--- src/rtl/exec_pkg.sv ---
// exec_pkg: shared definitions for the execute stage.
//   Opcode encodings, FSM state encoding, flag bit positions and the
//   number of shift-add steps used by the iterative multiplier.
//   Optional multiplier is controlled by the EXEC_MUL_EN macro (see exec_unit).
package exec_pkg;

  localparam logic [2:0] OP_ADD = 3'b000;
  localparam logic [2:0] OP_SUB = 3'b001;
  localparam logic [2:0] OP_AND = 3'b010;
  localparam logic [2:0] OP_OR  = 3'b011;
  localparam logic [2:0] OP_XOR = 3'b100;
  localparam logic [2:0] OP_SHL = 3'b101;
  localparam logic [2:0] OP_SHR = 3'b110;
  localparam logic [2:0] OP_MUL = 3'b111;

  typedef enum logic [1:0] {
    ST_IDLE = 2'd0,
    ST_MUL  = 2'd1,
    ST_WB   = 2'd2
  } state_t;

  localparam int FLAG_Z    = 0;
  localparam int FLAG_C    = 1;
  localparam int FLAG_N    = 2;
  localparam int MUL_STEPS = 16;

  // Assemble the {N,C,Z} flag vector from its individual bits.
  function automatic logic [2:0] pack_flags(input logic n, input logic c, input logic z);
    logic [2:0] f;
    f         = '0;
    f[FLAG_N] = n;
    f[FLAG_C] = c;
    f[FLAG_Z] = z;
    return f;
  endfunction

endpackage

--- src/rtl/exec_unit_if.sv ---
// exec_unit_if: request / write-back bundle between the issuing logic,
// the execute stage and the register file write port.
//   Request : Start, Opcode, Dest, Op_a, Op_b   (master -> slave)
//   Status  : Busy, Done, Flags                 (slave -> master)
//   Write   : Write_enable, Wreg, Data_out      (slave -> master)
interface exec_unit_if #(
  parameter int WIDTH      = 16,
  parameter int REG_ADDR_W = 3
);
  logic                  Start;
  logic [2:0]            Opcode;
  logic [REG_ADDR_W-1:0] Dest;
  logic [WIDTH-1:0]      Op_a;
  logic [WIDTH-1:0]      Op_b;
  logic                  Busy;
  logic                  Done;
  logic                  Write_enable;
  logic [REG_ADDR_W-1:0] Wreg;
  logic [WIDTH-1:0]      Data_out;
  logic [2:0]            Flags;

  modport master (
    output Start, Opcode, Dest, Op_a, Op_b,
    input  Busy, Done, Write_enable, Wreg, Data_out, Flags
  );

  modport slave (
    input  Start, Opcode, Dest, Op_a, Op_b,
    output Busy, Done, Write_enable, Wreg, Data_out, Flags
  );
endinterface

--- src/rtl/exec_mul_seq.sv ---
// exec_mul_seq: iterative shift-add multiplier, one partial product per step.
//   Clock, Reset_n : clock and synchronous active-low reset
//   load_i         : capture a_i/b_i, clear the accumulator and step count
//   step_i         : perform one shift-add step (ignored once all steps done)
//   a_i, b_i       : operands
//   last_o         : the step taken this cycle is the final one
//   product_o      : full 2*WIDTH product, valid after MUL_STEPS steps
module exec_mul_seq
  import exec_pkg::*;
#(
  parameter int WIDTH = 16
) (
  input  logic               Clock,
  input  logic               Reset_n,
  input  logic               load_i,
  input  logic               step_i,
  input  logic [WIDTH-1:0]   a_i,
  input  logic [WIDTH-1:0]   b_i,
  output logic               last_o,
  output logic [2*WIDTH-1:0] product_o
);

  localparam int CNT_W = $clog2(MUL_STEPS + 1);

  logic [2*WIDTH-1:0] acc_q, acc_d;
  logic [2*WIDTH-1:0] mcand_q, mcand_d;
  logic [WIDTH-1:0]   mplier_q, mplier_d;
  logic [CNT_W-1:0]   count_q, count_d;

  // Each step adds the shifted multiplicand when the current multiplier LSB
  // is set, then shifts both so the next bit lines up with the next weight.
  always_comb begin
    acc_d    = acc_q;
    mcand_d  = mcand_q;
    mplier_d = mplier_q;
    count_d  = count_q;
    if (load_i) begin
      acc_d    = '0;
      mcand_d  = {{WIDTH{1'b0}}, a_i};
      mplier_d = b_i;
      count_d  = '0;
    end else if (step_i && (count_q < CNT_W'(MUL_STEPS))) begin
      if (mplier_q[0]) begin
        acc_d = acc_q + mcand_q;
      end
      mcand_d  = mcand_q << 1;
      mplier_d = mplier_q >> 1;
      count_d  = count_q + 1'b1;
    end
  end

  // Multiplier state registers.
  always_ff @(posedge Clock) begin
    if (!Reset_n) begin
      acc_q    <= '0;
      mcand_q  <= '0;
      mplier_q <= '0;
      count_q  <= '0;
    end else begin
      acc_q    <= acc_d;
      mcand_q  <= mcand_d;
      mplier_q <= mplier_d;
      count_q  <= count_d;
    end
  end

  assign last_o    = (count_q == CNT_W'(MUL_STEPS - 1));
  assign product_o = acc_q;

endmodule

--- src/rtl/exec_unit.sv ---
// exec_unit: multi-cycle execute stage feeding the register file write port.
//   Clock, Reset_n : clock and synchronous active-low reset
//   bus (slave)    : Start/Opcode/Dest/Op_a/Op_b request; Busy/Done status;
//                    Write_enable/Wreg/Data_out write-back; Flags {N,C,Z}
// ALU ops write back one cycle after Start; MUL (when EXEC_MUL_EN is defined)
// spends 16 cycles in the iterative multiplier. Without EXEC_MUL_EN, opcode
// 111 is acknowledged with Done but writes nothing and leaves Flags alone.
module exec_unit
  import exec_pkg::*;
#(
  parameter int WIDTH      = 16,
  parameter int REG_ADDR_W = 3
) (
  input logic        Clock,
  input logic        Reset_n,
  exec_unit_if.slave bus
);

  state_t                state_q, state_d;
  logic [2:0]            opcode_q;
  logic [REG_ADDR_W-1:0] dest_q;
  logic [WIDTH-1:0]      result_q;
  logic                  carry_q;
  logic [2:0]            flags_q;

  logic                  startAccept;
  logic [WIDTH:0]        sum;
  logic [2*WIDTH-1:0]    shl;
  logic [2*WIDTH-1:0]    shr;
  logic [WIDTH-1:0]      aluResult;
  logic                  aluCarry;
  logic [WIDTH-1:0]      wbData;
  logic                  wbCarry;
  logic                  wbWrite;
  logic [2:0]            wbFlags;
  logic                  mulDone;

  assign startAccept = (state_q == ST_IDLE) && bus.Start;

  // Shifts are done in a double-width field so the last bit shifted out lands
  // at a fixed position (bit WIDTH for SHL, bit WIDTH-1 for SHR); a shift of
  // zero naturally leaves that position clear.
  assign sum = {1'b0, bus.Op_a} + {1'b0, bus.Op_b};
  assign shl = {{WIDTH{1'b0}}, bus.Op_a} << bus.Op_b[3:0];
  assign shr = {bus.Op_a, {WIDTH{1'b0}}} >> bus.Op_b[3:0];

  // Single-cycle ALU evaluated on the request operands; its result and carry
  // are captured when Start is accepted.
  always_comb begin
    aluResult = '0;
    aluCarry  = 1'b0;
    case (bus.Opcode)
      OP_ADD: begin
        aluResult = sum[WIDTH-1:0];
        aluCarry  = sum[WIDTH];
      end
      OP_SUB: begin
        aluResult = bus.Op_a - bus.Op_b;
        aluCarry  = (bus.Op_a < bus.Op_b);
      end
      OP_AND: aluResult = bus.Op_a & bus.Op_b;
      OP_OR:  aluResult = bus.Op_a | bus.Op_b;
      OP_XOR: aluResult = bus.Op_a ^ bus.Op_b;
      OP_SHL: begin
        aluResult = shl[WIDTH-1:0];
        aluCarry  = shl[WIDTH];
      end
      OP_SHR: begin
        aluResult = shr[2*WIDTH-1:WIDTH];
        aluCarry  = shr[WIDTH-1];
      end
      default: begin
        aluResult = '0;
        aluCarry  = 1'b0;
      end
    endcase
  end

`ifdef EXEC_MUL_EN
  logic [2*WIDTH-1:0] product;
  logic               mulLast;

  exec_mul_seq #(
    .WIDTH(WIDTH)
  ) u_mul (
    .Clock    (Clock),
    .Reset_n  (Reset_n),
    .load_i   (startAccept && (bus.Opcode == OP_MUL)),
    .step_i   (state_q == ST_MUL),
    .a_i      (bus.Op_a),
    .b_i      (bus.Op_b),
    .last_o   (mulLast),
    .product_o(product)
  );

  // The final multiplier step and the move to WB share an edge, so the WB
  // cycle reads the product register directly.
  always_comb begin
    wbWrite = 1'b1;
    mulDone = mulLast;
    wbData  = result_q;
    wbCarry = carry_q;
    if (opcode_q == OP_MUL) begin
      wbData  = product[WIDTH-1:0];
      wbCarry = |product[2*WIDTH-1:WIDTH];
    end
  end
`else
  // No multiplier: opcode 111 is treated as an acknowledged no-op.
  always_comb begin
    wbWrite = (opcode_q != OP_MUL);
    mulDone = 1'b0;
    wbData  = result_q;
    wbCarry = carry_q;
  end
`endif

  // Flags shown during WB are the fresh ones; they are committed to flags_q
  // as WB ends and then held until the next writing op.
  always_comb begin
    wbFlags = flags_q;
    if (wbWrite) begin
      wbFlags = pack_flags(wbData[WIDTH-1], wbCarry, (wbData == '0));
    end
  end

  // Next-state and output decode; requests outside IDLE are simply dropped.
  always_comb begin
    state_d          = state_q;
    bus.Busy         = 1'b0;
    bus.Done         = 1'b0;
    bus.Write_enable = 1'b0;
    bus.Wreg         = dest_q;
    bus.Data_out     = '0;
    bus.Flags        = flags_q;
    case (state_q)
      ST_IDLE: begin
        if (bus.Start) begin
`ifdef EXEC_MUL_EN
          state_d = (bus.Opcode == OP_MUL) ? ST_MUL : ST_WB;
`else
          state_d = ST_WB;
`endif
        end
      end
`ifdef EXEC_MUL_EN
      ST_MUL: begin
        bus.Busy = 1'b1;
        if (mulDone) begin
          state_d = ST_WB;
        end
      end
`endif
      ST_WB: begin
        bus.Busy         = 1'b1;
        bus.Done         = 1'b1;
        bus.Write_enable = wbWrite;
        bus.Data_out     = wbWrite ? wbData : '0;
        bus.Flags        = wbFlags;
        state_d          = ST_IDLE;
      end
      default: state_d = ST_IDLE;
    endcase
  end

  // State, request capture and flag registers; reset abandons any op in flight.
  always_ff @(posedge Clock) begin
    if (!Reset_n) begin
      state_q  <= ST_IDLE;
      opcode_q <= '0;
      dest_q   <= '0;
      result_q <= '0;
      carry_q  <= 1'b0;
      flags_q  <= '0;
    end else begin
      state_q <= state_d;
      if (startAccept) begin
        opcode_q <= bus.Opcode;
        dest_q   <= bus.Dest;
        result_q <= aluResult;
        carry_q  <= aluCarry;
      end
      if (state_q == ST_WB) begin
        flags_q <= wbFlags;
      end
    end
  end

endmodule
--- src/flat_wrapper.sv ---
// flat-port wrapper written by rule: the top's interface ports become plain ports
module exec_unit_flat import exec_pkg::*;
#(
  parameter int WIDTH      = 16,
  parameter int REG_ADDR_W = 3
)
  (Clock, Reset_n, bus_Start, bus_Opcode, bus_Dest, bus_Op_a, bus_Op_b, bus_Busy, bus_Done, bus_Write_enable, bus_Wreg, bus_Data_out, bus_Flags);
  exec_unit_if #(.WIDTH(WIDTH), .REG_ADDR_W(REG_ADDR_W)) bus_i ();
  input logic Clock;
  input logic Reset_n;
  input wire logic [$bits(bus_i.Start)-1:0] bus_Start;
  input wire logic [$bits(bus_i.Opcode)-1:0] bus_Opcode;
  input wire logic [$bits(bus_i.Dest)-1:0] bus_Dest;
  input wire logic [$bits(bus_i.Op_a)-1:0] bus_Op_a;
  input wire logic [$bits(bus_i.Op_b)-1:0] bus_Op_b;
  output wire logic [$bits(bus_i.Busy)-1:0] bus_Busy;
  output wire logic [$bits(bus_i.Done)-1:0] bus_Done;
  output wire logic [$bits(bus_i.Write_enable)-1:0] bus_Write_enable;
  output wire logic [$bits(bus_i.Wreg)-1:0] bus_Wreg;
  output wire logic [$bits(bus_i.Data_out)-1:0] bus_Data_out;
  output wire logic [$bits(bus_i.Flags)-1:0] bus_Flags;
  assign bus_i.Start = bus_Start;
  assign bus_i.Opcode = bus_Opcode;
  assign bus_i.Dest = bus_Dest;
  assign bus_i.Op_a = bus_Op_a;
  assign bus_i.Op_b = bus_Op_b;
  assign bus_Busy = bus_i.Busy;
  assign bus_Done = bus_i.Done;
  assign bus_Write_enable = bus_i.Write_enable;
  assign bus_Wreg = bus_i.Wreg;
  assign bus_Data_out = bus_i.Data_out;
  assign bus_Flags = bus_i.Flags;
  exec_unit #(.WIDTH(WIDTH), .REG_ADDR_W(REG_ADDR_W)) u_core (.Clock(Clock), .Reset_n(Reset_n), .bus(bus_i));
endmodule
--- config.mk ---
export PLATFORM = sky130hd
export DESIGN_NAME = exec_unit_flat
export DESIGN_NICKNAME = d
export VERILOG_FILES = /design/src/rtl/exec_pkg.sv /design/src/rtl/exec_unit_if.sv /design/src/rtl/exec_mul_seq.sv /design/src/rtl/exec_unit.sv /design/src/flat_wrapper.sv
export SDC_FILE = /design/constraint.sdc
export NUM_CORES = 1
export LEC_CHECK = 0
export ABC_AREA = 1
export CAP_MARGIN = 20
export CORE_ASPECT_RATIO = 1.25
export CORE_MARGIN = 8
export CORE_UTILIZATION = 52
export CTS_BUF_LIST = sky130_fd_sc_hd__clkbuf_16
export DETAILED_ROUTE_END_ITERATION = 10
export GPL_TIMING_DRIVEN = 0
export HOLD_SLACK_MARGIN = 0.06
export PLACE_DENSITY = 0.78
export REMOVE_ABC_BUFFERS = 1
export SKIP_CTS_REPAIR_TIMING = 1
export SLEW_MARGIN = 20
export SYNTH_ARGS = -nofsm -noshare
export SYNTH_HDL_FRONTEND = slang
export SYNTH_SLANG_ARGS = --single-unit
--- constraint.sdc ---
create_clock -name Clock -period 1.9 [get_ports Clock]
set_input_delay 0.38 -clock Clock [delete_from_list [all_inputs] [get_ports Clock]]
set_output_delay 0.38 -clock Clock [all_outputs]
set_load 0.005 [all_outputs]
==> results of run 1 <==
==> final cells by class <==
cell class / instances / area share
clock inverters: 1 / 0.000707
repair inverters: 3 / 0.00283
inverters: 140 / 0.0820
multi-input cells: 774 / 0.645
well taps: 126 / 0.0223
clock buffers: 3 / 0.0106
flip-flops and latches: 27 / 0.0774
repair buffers: 110 / 0.159
==> cells by family after synthesis <==
group	after synthesis	synth area share
adders and majority gates	53	0.131
buffers and inverters	182	0.150
and+or+nand+nor	597	0.486
DFF	27	0.104
AOI/OAI and AO/OA	122	0.129
==> Yosys cell counts <==
master | n | area [um2]
nand3_1 | 144 | 721
inv_1 | 132 | 495
nand4_1 | 15 | 93.8
a31oi_1 | 1 | 6.26
a221oi_1 | 1 | 8.76
clkbuf_1 | 11 | 41.3
o221ai_1 | 2 | 17.5
a211oi_1 | 4 | 30.0
fa_1 | 2 | 40.0
a21boi_0 | 2 | 15.0
and2_1 | 5 | 31.3
clkbuf_2 | 1 | 5.00
o211ai_1 | 6 | 45.0
o21ai_1 | 4 | 20.0
o21bai_1 | 3 | 22.5
o21ai_0 | 35 | 175
buf_6 | 4 | 45.0
o22ai_1 | 5 | 31.3
nor2_4 | 1 | 11.3
nor2_1 | 104 | 390
dlygate4sd3_1 | 1 | 10.0
nor3_1 | 10 | 50.1
a21oi_1 | 58 | 290
nor4_1 | 1 | 6.26
clkinv_1 | 1 | 3.75
nor2_2 | 2 | 12.5
dlygate4sd1_1 | 1 | 8.76
dfxtp_1 | 27 | 541
buf_4 | 5 | 37.5
or2_2 | 3 | 18.8
inv_2 | 6 | 22.5
nand3_4 | 1 | 17.5
inv_4 | 1 | 6.26
buf_2 | 18 | 90.1
clkbuf_8 | 1 | 13.8
o21a_1 | 1 | 7.51
nand2_1 | 311 | 1170
ha_1 | 51 | 638
==> worst max-delay path by stage <==
stage	start	to	slack, ns	depth (start not counted)
after CTS	bus_Op_b[2]	u_core.result_q[14]	-2.01	15
after global routing	bus_Op_a[1]	u_core.result_q[3]	-0.13	12
after global placement	bus_Op_b[2]	u_core.result_q[14]	-2.25	15
after detailed placement	bus_Op_b[2]	u_core.result_q[14]	-2.28	15
final	bus_Op_a[1]	u_core.result_q[3]	-0.06	12
after floorplan	bus_Op_b[2]	u_core.result_q[11]	-0.42	13
==> placed cells by master (no fill, tap or decap), types with 15 or more instances in the layout <==
cell type / count
nand4_1: 15
nand3_2: 15
inv_2: 25
ha_1: 34
o21ai_0: 28
inv_1: 105
nand2_2: 24
nand3_1: 124
nand2_1: 277
a21oi_1: 45
dlymetal6s2s_1: 35
dfxtp_1: 23
buf_4: 36
ha_4: 16
nor2_2: 15
nor2_1: 84
==> where the power goes <==
group / internal (mW) / leakage, nW / total [mW] / switching [mW]
combinational: 0.655 / 3.58 / 1.73 / 1.07
sequential: 0.607 / 0.223 / 0.633 / 0.0263
clock: 0.283 / 0.0409 / 0.465 / 0.182
total: 1.55 / 3.85 / 2.83 / 1.28
==> worst max-delay path, delay by kind of cell <==
kind / cells / cell delay [ns]
buffers and inverters: 2 / 0.27
adders and majority gates: 1 / 0.34
AOI/OAI and AO/OA: 3 / 0.50
and+or+nand+nor: 6 / 0.65
==> sequential cells by signal, indices dropped and copies added (netlist names) <==
| name | count |
|---|---|
| u_core.bus.Wreg | 3 |
| u_core.state_q | 1 |
| u_core.result_q | 16 |
| u_core.opcode_q | 3 |
| u_core.flags_q | 3 |
| u_core.carry_q | 1 |
==> per-layer routing <==
metal / global-route usage / share of wire / routed length [um]
met5: 0 / 0 / 0
met4: 0.104 / 0.058 / 1190
met3: 0.0322 / 0.090 / 1830
met2: 0.425 / 0.48 / 9890
met1: 0.279 / 0.37 / 7550
==> impl_results.md, run 1 <==
* Die ar. at 0.0134 mm2
* Post-Synthesis Cells at 981
* Worst r2r path cells at 5
* Vias/cell at 5.87
* Final Instance Area at 0.00708 mm2
* DP HPWL at 13800 um
* Gr usage total at 0.240
* Flop2flop setup slack at 0.32 ns
* Setup CP Type: input port to flop
* Critical path, cell by cell: clkbuf_2 > inv_1 > ha_1 > nor2_2 > nand2_1 > nand2_2 > o21ai_1 > o21ai_0 > nor2_1 > nand3_1 > nand2_1 > a21oi_1
* Violated checks: design-rule violations, negative setup slack
* Worst path slowest cell: ha_1
* Outcome: complete, but fails checks
* Final setup viols at 1
* Cell area after synthesis at 0.00519 mm2
* Filler cells at 810
* Dpl cells at 1131
* Final max-slew violation count at 0
* Remaining DRCs at 1
* Total chip power at 2.83 mW
* Final min period at 1.96 ns
* HP Class: flop to flop
* Register area share after synthesis at 0.104
* CTS Sinks at 27
* VDD IR-drop max at 0.278 mV
* WHS Endpoint: u_core.result_q[8]
* Unrepaired setup endpoints after global routing: yes
* Synth unique cells at 38
* Final core area utilization at 0.733
* Number of I/O port buffers at 65
* Final worst path period share at 1.03
* CTS tree: built
* Die extent in x at 105 um
* Initial Utilization at 0.537
* Via count at 6955
* WHS at 0.467 ns
* Wire per inst at 17.3 um
* Pleak at 3.85 nW
* Num CTS Buffers at 3
* Fmax achieved at 0.510 GHz
* Vias in the first global route at 5667
* WP data required at 2.08 ns
* Buffer depth of the longest clock path at 2
* Fin nets at 1153
* R2r endpoint: u_core.result_q[14]
* DP Area at 0.00576 mm2
* Pin count of the biggest net entering global routing at 43
* Non-Filler Instances at 1184
* Min-delay src: u_core.result_q[8]
* Final Hold Fails at 0
* # diodes at 0
* Register bit total from synthesis at 27
* First-pass GRT wire length at 26800 um
* Arrival time worst endpoint at 2.14 ns
* Area grow syn2layout at 36.5%
* Critical R2R Launch: u_core.state_q[1]
* Multi-input gate area at 0.00457 mm2
* TritonRoute pass-1 iters at 8
* Worst stage delay on the critical path at 0.34 ns
* Clock Skew at 0.00256 ns
* DRT iter0 DRCs at 658
* DRT antenna net count at 0
* Hold Path Depth at 2
* Clock root cell: clkbuf_16
* Final WS setup at -0.0620 ns
* Syn_area_per_cell at 5.29 um2
* Top cell by count, worst path: nand2_1
* Worst-Skew Late Latency at 0.26 ns
* H-tree Lvls at 1
* Post-place setup slack at -2.28 ns
* Slew margin rel. at 0.510
* Layout cells sized above 1 at 0.222
* Core box area at 0.00966 mm2
* Register area at 548 um2
* Clock Pin Slew Worst Setup and Hold Paths at 0.06 ns
* Setup TNS at -0.0620 ns
* Num rows at 40
* Final wirelength at 20500 um
* Chip height at 128 um
* GPL Wtd Cong at 1.00
* Initial antenna violation count at 0
* Gr ovfl total at 0
* PwrDens at 399 mW/mm2
* Critical path endpoint category: flop
* Crit path max fanout at 6
* Max cap viols at 0
* Ports at 66
* Least-Margin Pin Slew at 0.735 ns
* Yosys warning total at 0
* CP Launch Type: input port
Note: power is estimated with default switching activity, not from simulation.
==> run 2: changes to the inputs <==
GPL_TIMING_DRIVEN = unset   (was 0)
==> run 2 against run 1 <==
Compared with the run above:
- the run now ends clean
- final area is 11% higher
- worst hold slack worse by 0.0026 ns
- power is 7.3% higher
- first-iteration DRC count is 7.8% lower
- global-route usage is 4.3 points higher
- cell count is 10% higher
- sequential power hardly changed
- sequential share of layout area is 0.89 points lower
- fmax is 4.4% higher
- sequential cell count stayed put
- combinational power is 12% higher
- clock skew hardly changed
==> impl_results.md, run 2 (synthesis results as in run 1) <==
* Outcome: completed (was complete, but fails checks)
* Worst-Skew Late Latency at 0.26 ns (about the same)
* PwrDens at 385 mW/mm2 (was 399 mW/mm2)
* Num rows at 40 (unchanged)
* Number of I/O port buffers at 65 (unchanged)
* Clock Power Share at 0.155 (was 0.165)
* DRT iter0 DRCs at 607 (was 658)
* Share of power burned in registers at 0.208 (was 0.224)
* Critical R2R Launch: u_core.state_q[1] (unchanged)
* Min-delay src: u_core.result_q[9] (was u_core.result_q[8])
* Final max-slew violation count at 0 (unchanged)
* Final worst path period share at 0.989 (was 1.03)
* Vias in the first global route at 6457 (was 5667)
* Final wirelength at 21800 um (was 20500 um)
* Gr usage total at 0.282 (was 0.240)
* TritonRoute pass-1 iters at 7 (was 8)
* Final Hold Fails at 0 (unchanged)
* # diodes at 0 (unchanged)
* Setup CP Type: flop to primary output (was input port to flop)
* Clock Skew at 0.00245 ns (was 0.00256 ns)
* Final min period at 1.88 ns (was 1.96 ns)
* Dpl cells at 1289 (was 1131)
* Initial Utilization at 0.537 (unchanged)
* Critical path, cell by cell: nand3_1 > nand2_2 > inv_1 > or2_2 > o21ai_1 > inv_1 > dlymetal6s2s_1 (was clkbuf_2 > inv_1 > ha_1 > nor2_2 > nand2_1 > nand2_2 > o21ai_1 > o21ai_0 > nor2_1 > nand3_1 > nand2_1 > a21oi_1)
* Biggest register: u_core.result_q (unchanged)
* Wire per inst at 16.7 um (was 17.3 um)
* CTS tree: built (unchanged)
* Via count at 7350 (was 6955)
* Net Sw Power at 1.31 mW (was 1.28 mW)
* Post-place setup slack at -0.730 ns (was -2.28 ns)
* Crit path max fanout at 3 (was 6)
* Flop2flop setup slack at 0.38 ns (was 0.32 ns)
* Pint at 1.73 mW (was 1.55 mW)
* Area grow syn2layout at 52.0% (was 36.5%)
* VDD IR-drop max at 0.276 mV (was 0.278 mV)
* Initial antenna violation count at 0 (unchanged)
* Top cell by count, worst path: inv_1 (was nand2_1)
* Critical path endpoint category: primary output (was flop)
* WP data required at 1.52 ns (was 2.08 ns)
* Fmax achieved at 0.532 GHz (was 0.510 GHz)
* Worst r2r path cells at 5 (unchanged)
* Filler cells at 730 (was 810)
* Clock root cell: clkbuf_16 (unchanged)
* Slew margin rel. at 0.569 (was 0.510)
* Vias/cell at 5.64 (was 5.87)
* GPL Wtd Cong at 1.03 (was 1.00)
* Worst stage delay on the critical path at 0.33 ns (was 0.34 ns)
* Clock Pin Slew Worst Setup and Hold Paths at 0.07 ns (was 0.06 ns)
* Max cap viols at 0 (unchanged)
* R2r endpoint: u_core.result_q[5] (was u_core.result_q[14])
* CP top delay family: simple AND/OR/NAND/NOR gates (unchanged)
* Pin count of the biggest net entering global routing at 39 (was 43)
* Layout cells sized above 1 at 0.278 (was 0.222)
* Core box area at 0.00966 mm2 (unchanged)
* Buf+Inv Stages, Crit Path at 3 (was 2)
* Logic pwr share at 0.636 (was 0.612)
* Arrival time worst endpoint at 1.50 ns (was 2.14 ns)
* Buffer depth of the longest clock path at 2 (unchanged)
* Most common cell after layout, fill and taps aside: nand2_1 (unchanged)
* Gr ovfl total at 0 (unchanged)
* Die ar. at 0.0134 mm2 (unchanged)
* Hold Path Depth at 2 (unchanged)
* Final WS setup at 0.0204 ns (was -0.0620 ns)
* CP Launch Type: flop (was input port)
* Non-Filler Instances at 1303 (was 1184)
* Fin nets at 1272 (was 1153)
* Max reg flops at 16 (unchanged)
* Die extent in x at 105 um (unchanged)
* First-pass GRT wire length at 31300 um (was 26800 um)
* Switching share of power at 0.430 (was 0.453)
* H-tree Lvls at 1 (unchanged)
* Most frequent cells in the layout: nand2_1 (283), buf_4 (153), nand3_1 (134) (was nand2_1 (277), nand3_1 (124), inv_1 (105))
* DP HPWL at 16600 um (was 13800 um)
* Worst path slowest cell: dfxtp_1 (was ha_1)
* WHS Endpoint: u_core.result_q[9] (was u_core.result_q[8])
* Num CTS Buffers at 3 (unchanged)
* Chip height at 128 um (unchanged)
* Pleak at 4.49 nW (was 3.85 nW)
* CTS Sinks at 27 (unchanged)
* Least-Margin Pin Slew at 0.646 ns (was 0.735 ns)
* Unrepaired setup endpoints after global routing: yes (unchanged)
* Total chip power at 3.03 mW (was 2.83 mW)
* DRT antenna net count at 0 (unchanged)
* Final setup viols at 0 (was 1)
* Ports at 66 (unchanged)
* HP Class: flop to flop (unchanged)
* Remaining DRCs at 0 (was 1)
## run 2: cell count changes in the layout (fill, tap and decap cells not counted), moves of 10 or more
cell            previous run  this run
buf_6                      3        14
clkbuf_2                  13         0
dlymetal6s2s_1            35        50
inv_2                     25        39
buf_4                     36       153
nand3_1                  124       134
## run 2: worst max path at each step
| stage | slack [ns] | cells past startpoint | start | end |
|---|---|---|---|---|
| after global routing | -0.07 | 14 | bus_Op_b[1] | u_core.result_q[5] |
| after CTS | -0.50 | 15 | bus_Op_b[0] | u_core.carry_q |
| after floorplan | -0.42 | 13 | bus_Op_b[2] | u_core.result_q[11] |
| final | 0.02 | 7 | u_core.opcode_q[1] | bus_Flags[1] |
| after detailed placement | -0.73 | 15 | bus_Op_b[0] | u_core.carry_q |
| after global placement | -0.68 | 14 | bus_Op_b[0] | u_core.result_q[4] |
## run 2: routing by layer
| layer | wire (um) | GRT usage | vias to the layer above |
|---|---|---|---|
| met5 | 0 | 0 | - |
| met4 | 1030 | 0.127 | 0 |
| met3 | 1750 | 0.0347 | 85 |
| met2 | 10500 | 0.479 | 413 |
| met1 | 8540 | 0.347 | 3320 |
| li1 | - | - | 3532 |
## run 2: cell type report
type | count | area (um2) | share of cell area
Multi-Input combinational cell | 772 | 4420 | 0.560
Timing Repair Buffer | 234 | 2150 | 0.273
Sequential cell | 27 | 541 | 0.0685
Inverter | 140 | 539 | 0.0684
Tap cell | 126 | 158 | 0.0200
Clock buffer | 3 | 75.1 | 0.00952
Clock inverter | 1 | 5.00 | 0.000635
## run 2: power groups by stage
stage | Combinational [mW] | Clock, mW | Sequential [mW]
floorplan | 0.836 | 0 | 0.637
global placement | 1.60 | 0 | 0.641
detailed placement | 1.62 | 0 | 0.641
CTS | 1.63 | 0.466 | 0.629
global route | 2.08 | 0.492 | 0.636
finish | 1.93 | 0.471 | 0.632
## run 2: through the flow
stage                     utilization  setup TNS (ns)  cell area, um2  hold WS, ns
after floorplan                     -           -5.67            4940        0.442
after global placement          0.721          -10.34            6960        0.452
after detailed placement        0.721          -11.24            6960        0.457
after CTS                       0.729           -8.60            7040        0.467
after global routing            0.816          -0.157            7890        0.490
final                           0.816               0            7890        0.464
## run 2: tightest hold or removal path, delay by kind of cell (launching register included)
| kind | cells | cell delay (ns) |
|---|---|---|
| AOI/OAI and AO/OA | 1 | 0.05 |
| and+or+nand+nor | 1 | 0.06 |
| DFF | 1 | 0.31 |
